$ cat config.mk
export PLATFORM = sky130hd
export DESIGN_NAME = microseq_next_state
export DESIGN_NICKNAME = d
export VERILOG_FILES = /design/src/rtl/cu_pkg.sv /design/src/rtl/microseq_cond_sel.sv /design/src/rtl/microseq_next_state.sv
export SDC_FILE = /design/constraint.sdc
export NUM_CORES = 1
export LEC_CHECK = 0
export CORE_AREA = 2 2 49 51
export CTS_CLUSTER_DIAMETER = 50
export DETAILED_ROUTE_END_ITERATION = 10
export DIE_AREA = 0 0 51 53
export PLACE_DENSITY = 0.76
export SLEW_MARGIN = 10
export SYNTH_ARGS = -nofsm -noshare
export SYNTH_HDL_FRONTEND = slang
export SYNTH_SLANG_ARGS = --single-unit
export TNS_END_PERCENT = 5
$ cat constraint.sdc
create_clock -name clk -period 2.33 [get_ports clk]
set_input_delay 0.466 -clock clk [delete_from_list [all_inputs] [get_ports clk]]
set_output_delay 0.466 -clock clk [all_outputs]
set_load 0.03 [all_outputs]
$ cat src/rtl/cu_pkg.sv
// Shared encodings for the microprogrammed control unit: ROM next-state actions,
// condition selects and next-state mux selects.
package cu_pkg;

  typedef enum logic [2:0] {
    N_ENC        = 3'b000,
    N_ZERO       = 3'b001,
    N_CR         = 3'b010,
    N_INC        = 3'b011,
    N_C_ENC      = 3'b100,
    N_C_CR_INC   = 3'b101,
    N_C_INC_HOLD = 3'b110,
    N_C_CR_HOLD  = 3'b111
  } action_e;

  typedef enum logic [1:0] {
    S_MOC  = 2'b00,
    S_COND = 2'b01,
    S_IBIT = 2'b10,
    S_ONE  = 2'b11
  } csel_e;

  typedef enum logic [1:0] {
    MSEL_ENC  = 2'b00,
    MSEL_ZERO = 2'b01,
    MSEL_CR   = 2'b10,
    MSEL_INC  = 2'b11
  } msel_e;

endpackage

$ cat src/rtl/microseq_cond_sel.sv
// Condition tester front end: picks one of four condition sources by s and
// applies the ROM's invert bit.
module microseq_cond_sel
  import cu_pkg::*;
(
  input  logic [1:0] s,
  input  logic       moc,
  input  logic       cond,
  input  logic       ibit,
  input  logic       inv,
  output logic       c_eff
);

  logic c_raw;

  always_comb begin
    c_raw = 1'b1;
    case (s)
      S_MOC:  c_raw = moc;
      S_COND: c_raw = cond;
      S_IBIT: c_raw = ibit;
      S_ONE:  c_raw = 1'b1;
      default: c_raw = 1'b1;
    endcase
  end

  assign c_eff = c_raw ^ inv;

endmodule

$ cat src/rtl/microseq_next_state.sv
// Next-state address sequencer feeding the control-store ROM address.
// Optional hold watchdog enabled by defining MICROSEQ_TIMEOUT_EN.
module microseq_next_state
  import cu_pkg::*;
#(
  parameter int              SW          = 8,
  parameter int              CRW         = 6,
  parameter logic [SW-1:0]   RESET_STATE = '0,
  parameter int              TIMEOUT     = 16,
  parameter logic [SW-1:0]   ABORT_STATE = '0
) (
  input  logic           clk,
  input  logic           reset,
  input  logic [SW-1:0]  enc_state,
  input  logic [CRW-1:0] cr,
  input  logic [2:0]     n,
  input  logic           inv,
  input  logic [1:0]     s,
  input  logic           moc,
  input  logic           cond,
  input  logic           ibit,
  output logic [SW-1:0]  state,
  output logic [1:0]     m_sel,
  output logic           hold,
  output logic           timeout
);

  logic          c_eff;
  logic [1:0]    sel;
  logic          is_hold;
  logic          expire;
  logic [SW-1:0] cr_ext;
  logic [SW-1:0] inc_state;
  logic [SW-1:0] mux_out;
  logic [SW-1:0] next_d;

  microseq_cond_sel u_cond_sel (
    .s     (s),
    .moc   (moc),
    .cond  (cond),
    .ibit  (ibit),
    .inv   (inv),
    .c_eff (c_eff)
  );

  assign cr_ext    = {{(SW-CRW){1'b0}}, cr};
  assign inc_state = state + SW'(1);

  // Wait actions still report the mux leg they would take, but keep the register.
  always_comb begin
    sel     = MSEL_INC;
    is_hold = 1'b0;
    case (n)
      N_ENC:        sel = MSEL_ENC;
      N_ZERO:       sel = MSEL_ZERO;
      N_CR:         sel = MSEL_CR;
      N_INC:        sel = MSEL_INC;
      N_C_ENC:      sel = c_eff ? MSEL_ENC : MSEL_ZERO;
      N_C_CR_INC:   sel = c_eff ? MSEL_CR  : MSEL_INC;
      N_C_INC_HOLD: begin sel = MSEL_INC; is_hold = ~c_eff; end
      N_C_CR_HOLD:  begin sel = MSEL_CR;  is_hold = ~c_eff; end
      default:      sel = MSEL_INC;
    endcase
  end

  always_comb begin
    mux_out = inc_state;
    case (sel)
      MSEL_ENC:  mux_out = enc_state;
      MSEL_ZERO: mux_out = RESET_STATE;
      MSEL_CR:   mux_out = cr_ext;
      MSEL_INC:  mux_out = inc_state;
      default:   mux_out = inc_state;
    endcase
    next_d = is_hold ? state : mux_out;
  end

`ifdef MICROSEQ_TIMEOUT_EN
  localparam int CW = $clog2(TIMEOUT + 1);

  logic [CW-1:0] hold_cnt;

  assign expire = is_hold && (hold_cnt >= CW'(TIMEOUT));

  always_ff @(posedge clk) begin
    if (reset) begin
      hold_cnt <= '0;
      timeout  <= 1'b0;
    end else begin
      timeout <= expire;
      if (!is_hold || expire)
        hold_cnt <= '0;
      else if (hold_cnt != '1)
        hold_cnt <= hold_cnt + CW'(1);
    end
  end
`else
  logic unused_timeout_cfg;

  assign unused_timeout_cfg = ^TIMEOUT;
  assign expire             = 1'b0;
  assign timeout            = 1'b0;
`endif

  always_ff @(posedge clk) begin
    if (reset) begin
      state <= RESET_STATE;
      m_sel <= MSEL_ZERO;
      hold  <= 1'b0;
    end else begin
      state <= expire ? ABORT_STATE : next_d;
      m_sel <= sel;
      hold  <= is_hold && !expire;
    end
  end

endmodule

-- After elaboration in Yosys (flattened, before gate mapping)
Cells that the tools add are included.
- multiplexer cells: 6
- reduce and logical (&&, ||, !) cells: 6
- add/sub/neg operators: 1
- equal/unequal tests: 13
- bitwise logic cells: 2
- operator list (operator ; count):
    $pmux W8 S4 ; 1
    $eq A3 B3 Y1 const B ; 4
    $pmux W2 S6 ; 1
    $add A8 B1 Y8 const B ; 1
    $eq A2 B2 Y1 const B ; 4
    $eq A3 B2 Y1 const B ; 2
    $reduce_or A2 Y1 ; 3
    $eq A2 B1 Y1 const B ; 2
    $logic_not A2 Y1 ; 2
    $pmux W1 S4 ; 1
    $eq A3 B1 Y1 const B ; 1
    $logic_not A3 Y1 ; 1
    $mux W1 ; 3
    $not A1 Y1 ; 1
    $xor A1 B1 Y1 ; 1
- output and inout port bits: 12
- register bits after elaboration: 11
- word-level logic and storage cells: 31
- bits of input ports: 25

-- Longest topological paths before layout
- depth in word-level cells: 7
- mapped depth: 7
- mapped depth without buffers: 7

-- Modules after synthesis
From an unflattened synthesis, not the netlist that was laid out.
- cell total of the unflattened synthesis: 119
- area total of the unflattened synthesis: 913.4 um2
- modules (own cells, without submodules) (module ; times used ; seq. area each (um2) ; cells each ; area an instance (um2)):
    microseq_next_state ; 1 ; 220.2 ; 115 ; 880.8
    microseq_cond_sel ; 1 ; 0.0 ; 4 ; 32.5

-- Least setup slack after synthesis
Ideal clock, no wire load.
- path kind: input -> register
- start: in s[0]
- end: reg state[7]
- setup slack: 0.445 ns
- data required time: 2.256 ns
- setup time: 0.074 ns
- data arrival time: 1.811 ns
- stages on the path: 7
- buffers on the path: 1
- cell sequence: mux2i_1 a211o_2 and2_1 buf_4 a31oi_4 or4_1 a31oi_1
- longest elaborated chain between the ends: 7
- elaborated cells between the ends (all ways): 16
- classes of those cells: eq/ne (6); mux (6); bitwise (2); reduce/logical (2)
- RTL lines (item ; line ; RTL):
    start, declared ; microseq_next_state.sv:18 ; input logic [1:0] s,
    $eq A2 B2 Y1 (tied with other cells) ; microseq_cond_sel.sv:18 ; case (s)
    $pmux W1 S4 (*) ; microseq_cond_sel.sv:18 ;
    $xor A1 B1 Y1 (*) ; microseq_cond_sel.sv:27 ; assign c_eff = c_raw ^ inv;
    $mux W1 ; microseq_next_state.sv:58, microseq_next_state.sv:59 ;
    $pmux W2 S6 ; microseq_next_state.sv:53 ; case (n)
    $eq A2 B2 Y1 (tied with other cells) ; microseq_next_state.sv:68 ; case (sel)
    $pmux W8 S4 ; microseq_next_state.sv:68 ;
    end signal, assigned ; microseq_next_state.sv:111 ; state <= expire ? ABORT_STATE : next_d;
    end, declared ; microseq_next_state.sv:22 ; output logic [SW-1:0] state,
Mark *: on every way between the ends. The rest lies on a longest branch, timed or not.
A chain may end at the register's enable or synchronous reset.

-- Worst setup path in the final report
Same ends and word-level chain as after synthesis.

==> impl_metrics.py <==
metrics = {
    "yosys": {
        "netlist_area_sq_um": 868,
        "synth_area_per_cell_sq_um": 7.82,
        "synth_top_area_share_pct": 25.4,
        "netlist_top_cells_area": "dfxtp_1 25%, nand3_1 7.5%, nand2_1 4.3%, nor2_1 4.3%, o21ai_0 4.0%",
        "yosysTopAreaCell": "dfxtp_1",
        "synth-async-reset-ratio_pct": 0,
        "ys_types": 40,
        "yosysSeqAreaShare_pct": 25.4,
        "synth.ff_latch_count": 11,
        "syn_nets": 137,
        "synth_edf_count": 0,
        "yosys_warnings": 0,
        "syn_inst": 111,
        "yosys_most_used_dff": "dfxtp_1",
    },
    "global_routing": {
        "antenna_found_initial": 0,
        "grt_pass1_wl_mm": 4.19,
        "track_usage_pct": 20.7,
        "grt-ovfl-total": 0,
        "grt_start_max_net_pins": 16,
        "grt_pass1_vias": 936,
    },
    "timing": {
        "final_max_slew_viol_count": 0,
        "finalCritPeriodShare_pct": 94.1,
        "fin_skew_ns": 0.00413,
        "hold_violations": 0,
        "rsz0062_at_grt": "false",
        "max_freq_mhz": 456,
        "setup_violations": 0,
        "min_period_ns": 2.19,
        "setup-tns-final_ns": 0,
        "holdWs_ns": 0.531,
    },
    "finish": {
        "area_growth_pct": 57.9,
        "antenna_cells": 0,
        "layout-drive-gt1-share_pct": 16.9,
        "multiInputGateArea_sq_um": 603,
        "regArea_sq_um": 220,
        "nFillCells": 181,
        "layout.nets": 187,
        "final_cell_area_sq_mm": 0.00137,
    },
    "power": {
        "ir_worst_vdd_uv": 384,
        "power_density_mw_per_mm2": 446,
        "leakage_nw": 0.542,
    },
    "clocking": {
        "clockBufferDepth": 2,
        "cts_htree_levels": 1,
        "hold_buffers": 0,
        "postCtsSetupRepairBufs": 0,
        "cts_buffers": 3,
        "path_clk_slew_ns": 0.07,
        "clock_latency_ns": 0.28,
        "cts_root_buf": "clkbuf_4",
        "cts_tree": "done",
        "cts_sinks": 11,
    },
    "route": {
        "vias": 1029,
        "ant_nets": 0,
        "drtIter0Drc": 45,
        "dr.pass1.iters": 5,
        "wl_per_cell_um": 14.1,
        "viasPerCell": 5.47,
        "drc_errors": 0,
        "wirelength_mm": 2.65,
    },
    "placed_design": {
        "gp_congestion": 0.855,
        "dp.final_hpwl_mm": 2.09,
        "portBuffers": 35,
        "place_area_sq_mm": 0.00134,
    },
    "worst_setup_path": {
        "r2r_setup_slack_ns": 0.62,
        "crit_required_ns": 2.54,
        "critPathKind": "input port to register",
        "r2r-end": "state[7]",
        "rr_worst_depth": 5,
        "crit_arrival_ns": 2.41,
        "rr_startpoint": "state[4]",
        "startpoint_type": "input port",
        "crit_path_end_kind": "register",
        "crit_fanout": 6,
    },
    "hold_path": {
        "hold_end": "state[1]",
        "min_from": "state[1]",
        "hp-class": "register to register",
        "min_delay_path_depth": 1,
    },
    "status": {
        "status": "completed",
    },
    "floorplanning": {
        "core_area_sq_mm": 0.00215,
        "start_util_pct": 40.4,
        "ioPinCount": 37,
        "rows": 17,
        "die_x_um": 51,
        "design.die.area_sq_mm": 0.00270,
        "die_y_um": 53,
    },
    "flow_run": {
        "drv_cap": 0,
    },
}
-- power by group --
part | internal [mW] | switching, mW
clock | 0.0638 | 0.0713
combinational | 0.131 | 0.124
sequential | 0.203 | 0.0187
total | 0.398 | 0.214
-- cells in the mapped netlist (all sizes together) (2+ instances only) --
library cell   n
nor2b          2
inv            4
o211a          2
and3           2
buf            3
o21ai          7
a31oi          3
a32o           3
a21oi          4
xor2           2
nor2          10
o2bb2ai        2
xnor2          3
and2           2
mux2i          3
nand2         10
dfxtp         11
nand3         13
a311o          2
clkbuf         3
o221ai         3
-- worst max-delay path, cell delays in order --
cell and delay [ns]:
clkdlybuf4s50_1 0.50, mux2i_1 0.27, a211o_2 0.20, and2_2 0.22, a31oi_4 0.10, or4_1 0.47, a31oi_1 0.17
-- through the flow --
step	setup WS [ns]	util [%]	power [mW]	instances
6_report	0.136	63.8	0.612	188
5_1_grt	0.0103	63.8	0.648	188
4_1_cts	0.0496	63.8	0.614	188
3_5_place_dp	-0.234	62.5	0.478	184
3_3_place_gp	-0.160	62.5	0.477	184
2_1_floorplan	0.445	-	0.360	111
-- per-layer routing --
layer | GRT usage, % | routed length, um
met1 | 26.0 | 1160
met2 | 35.1 | 1220
met3 | 3.67 | 223
met4 | 8.11 | 44
met5 | 0 | 0
-- sequential cells by signal (all words and copies together) (netlist names) --
name	flops
state	8
hold	1
m_sel	2
-- worst max path at each step --
| stage | startpoint | end | slack [ns] | depth (start not counted) |
|---|---|---|---|---|
| after detailed placement | s[0] | state[7] | -0.23 | 7 |
| after CTS | s[0] | state[7] | 0.05 | 7 |
| after global placement | s[0] | state[7] | -0.16 | 7 |
| final | s[0] | state[7] | 0.14 | 7 |
| after floorplan | s[0] | state[7] | 0.44 | 7 |
| after global routing | s[0] | state[7] | 0.01 | 7 |
-- cells by family (layout without fill, tap and decap cells) --
group / count (synthesis) / in the layout / synth area share [%]
and+or+nand+nor: 44 / 44 / 25.1
DFF: 11 / 11 / 25.4
muxes: 4 / 4 / 4.76
adders and majority gates: 1 / 1 / 1.44
buffers and inverters: 10 / 59 / 5.33
xor gates and xnor gates: 5 / 5 / 5.04
AOI/OAI and AO/OA: 35 / 35 / 32.6
other: 1 / 1 / 0.432
-- area by class of cell --
type / count / share of cell area, %
Clock buffer: 3 / 1.64
Clock inverter: 1 / 0.365
Inverter: 4 / 1.09
Multi-Input combinational cell: 90 / 44.0
Sequential cell: 11 / 16.1
Tap cell: 28 / 2.55
Timing Repair Buffer: 51 / 34.3
-- repair_timing --
item                       in CTS  in global routing
hold endpoints to repair        0                  0
setup endpoints to repair       0                  2
gates resized for setup         0                  1
-- layout by cell type, fill, tap and decap left out, types with 2 or more instances in the layout --
cell type / synthesis / final
xnor2_1: 3 / 3
clkdlybuf4s50_1: 0 / 35
a31oi_1: 2 / 2
mux2i_1: 3 / 3
a21oi_1: 4 / 4
o21ai_0: 7 / 7
buf_4: 2 / 16
clkbuf_4: 0 / 3
inv_1: 4 / 4
nor2_1: 10 / 10
nor2b_1: 2 / 2
nand2_1: 10 / 10
a32o_1: 3 / 3
dfxtp_1: 11 / 11
xor2_1: 2 / 2
o2bb2ai_1: 2 / 2
nand3_1: 13 / 13
o211a_1: 2 / 2
and3_1: 2 / 2
a311o_1: 2 / 2
o221ai_1: 3 / 3
Power figures use the tool's default switching activity.
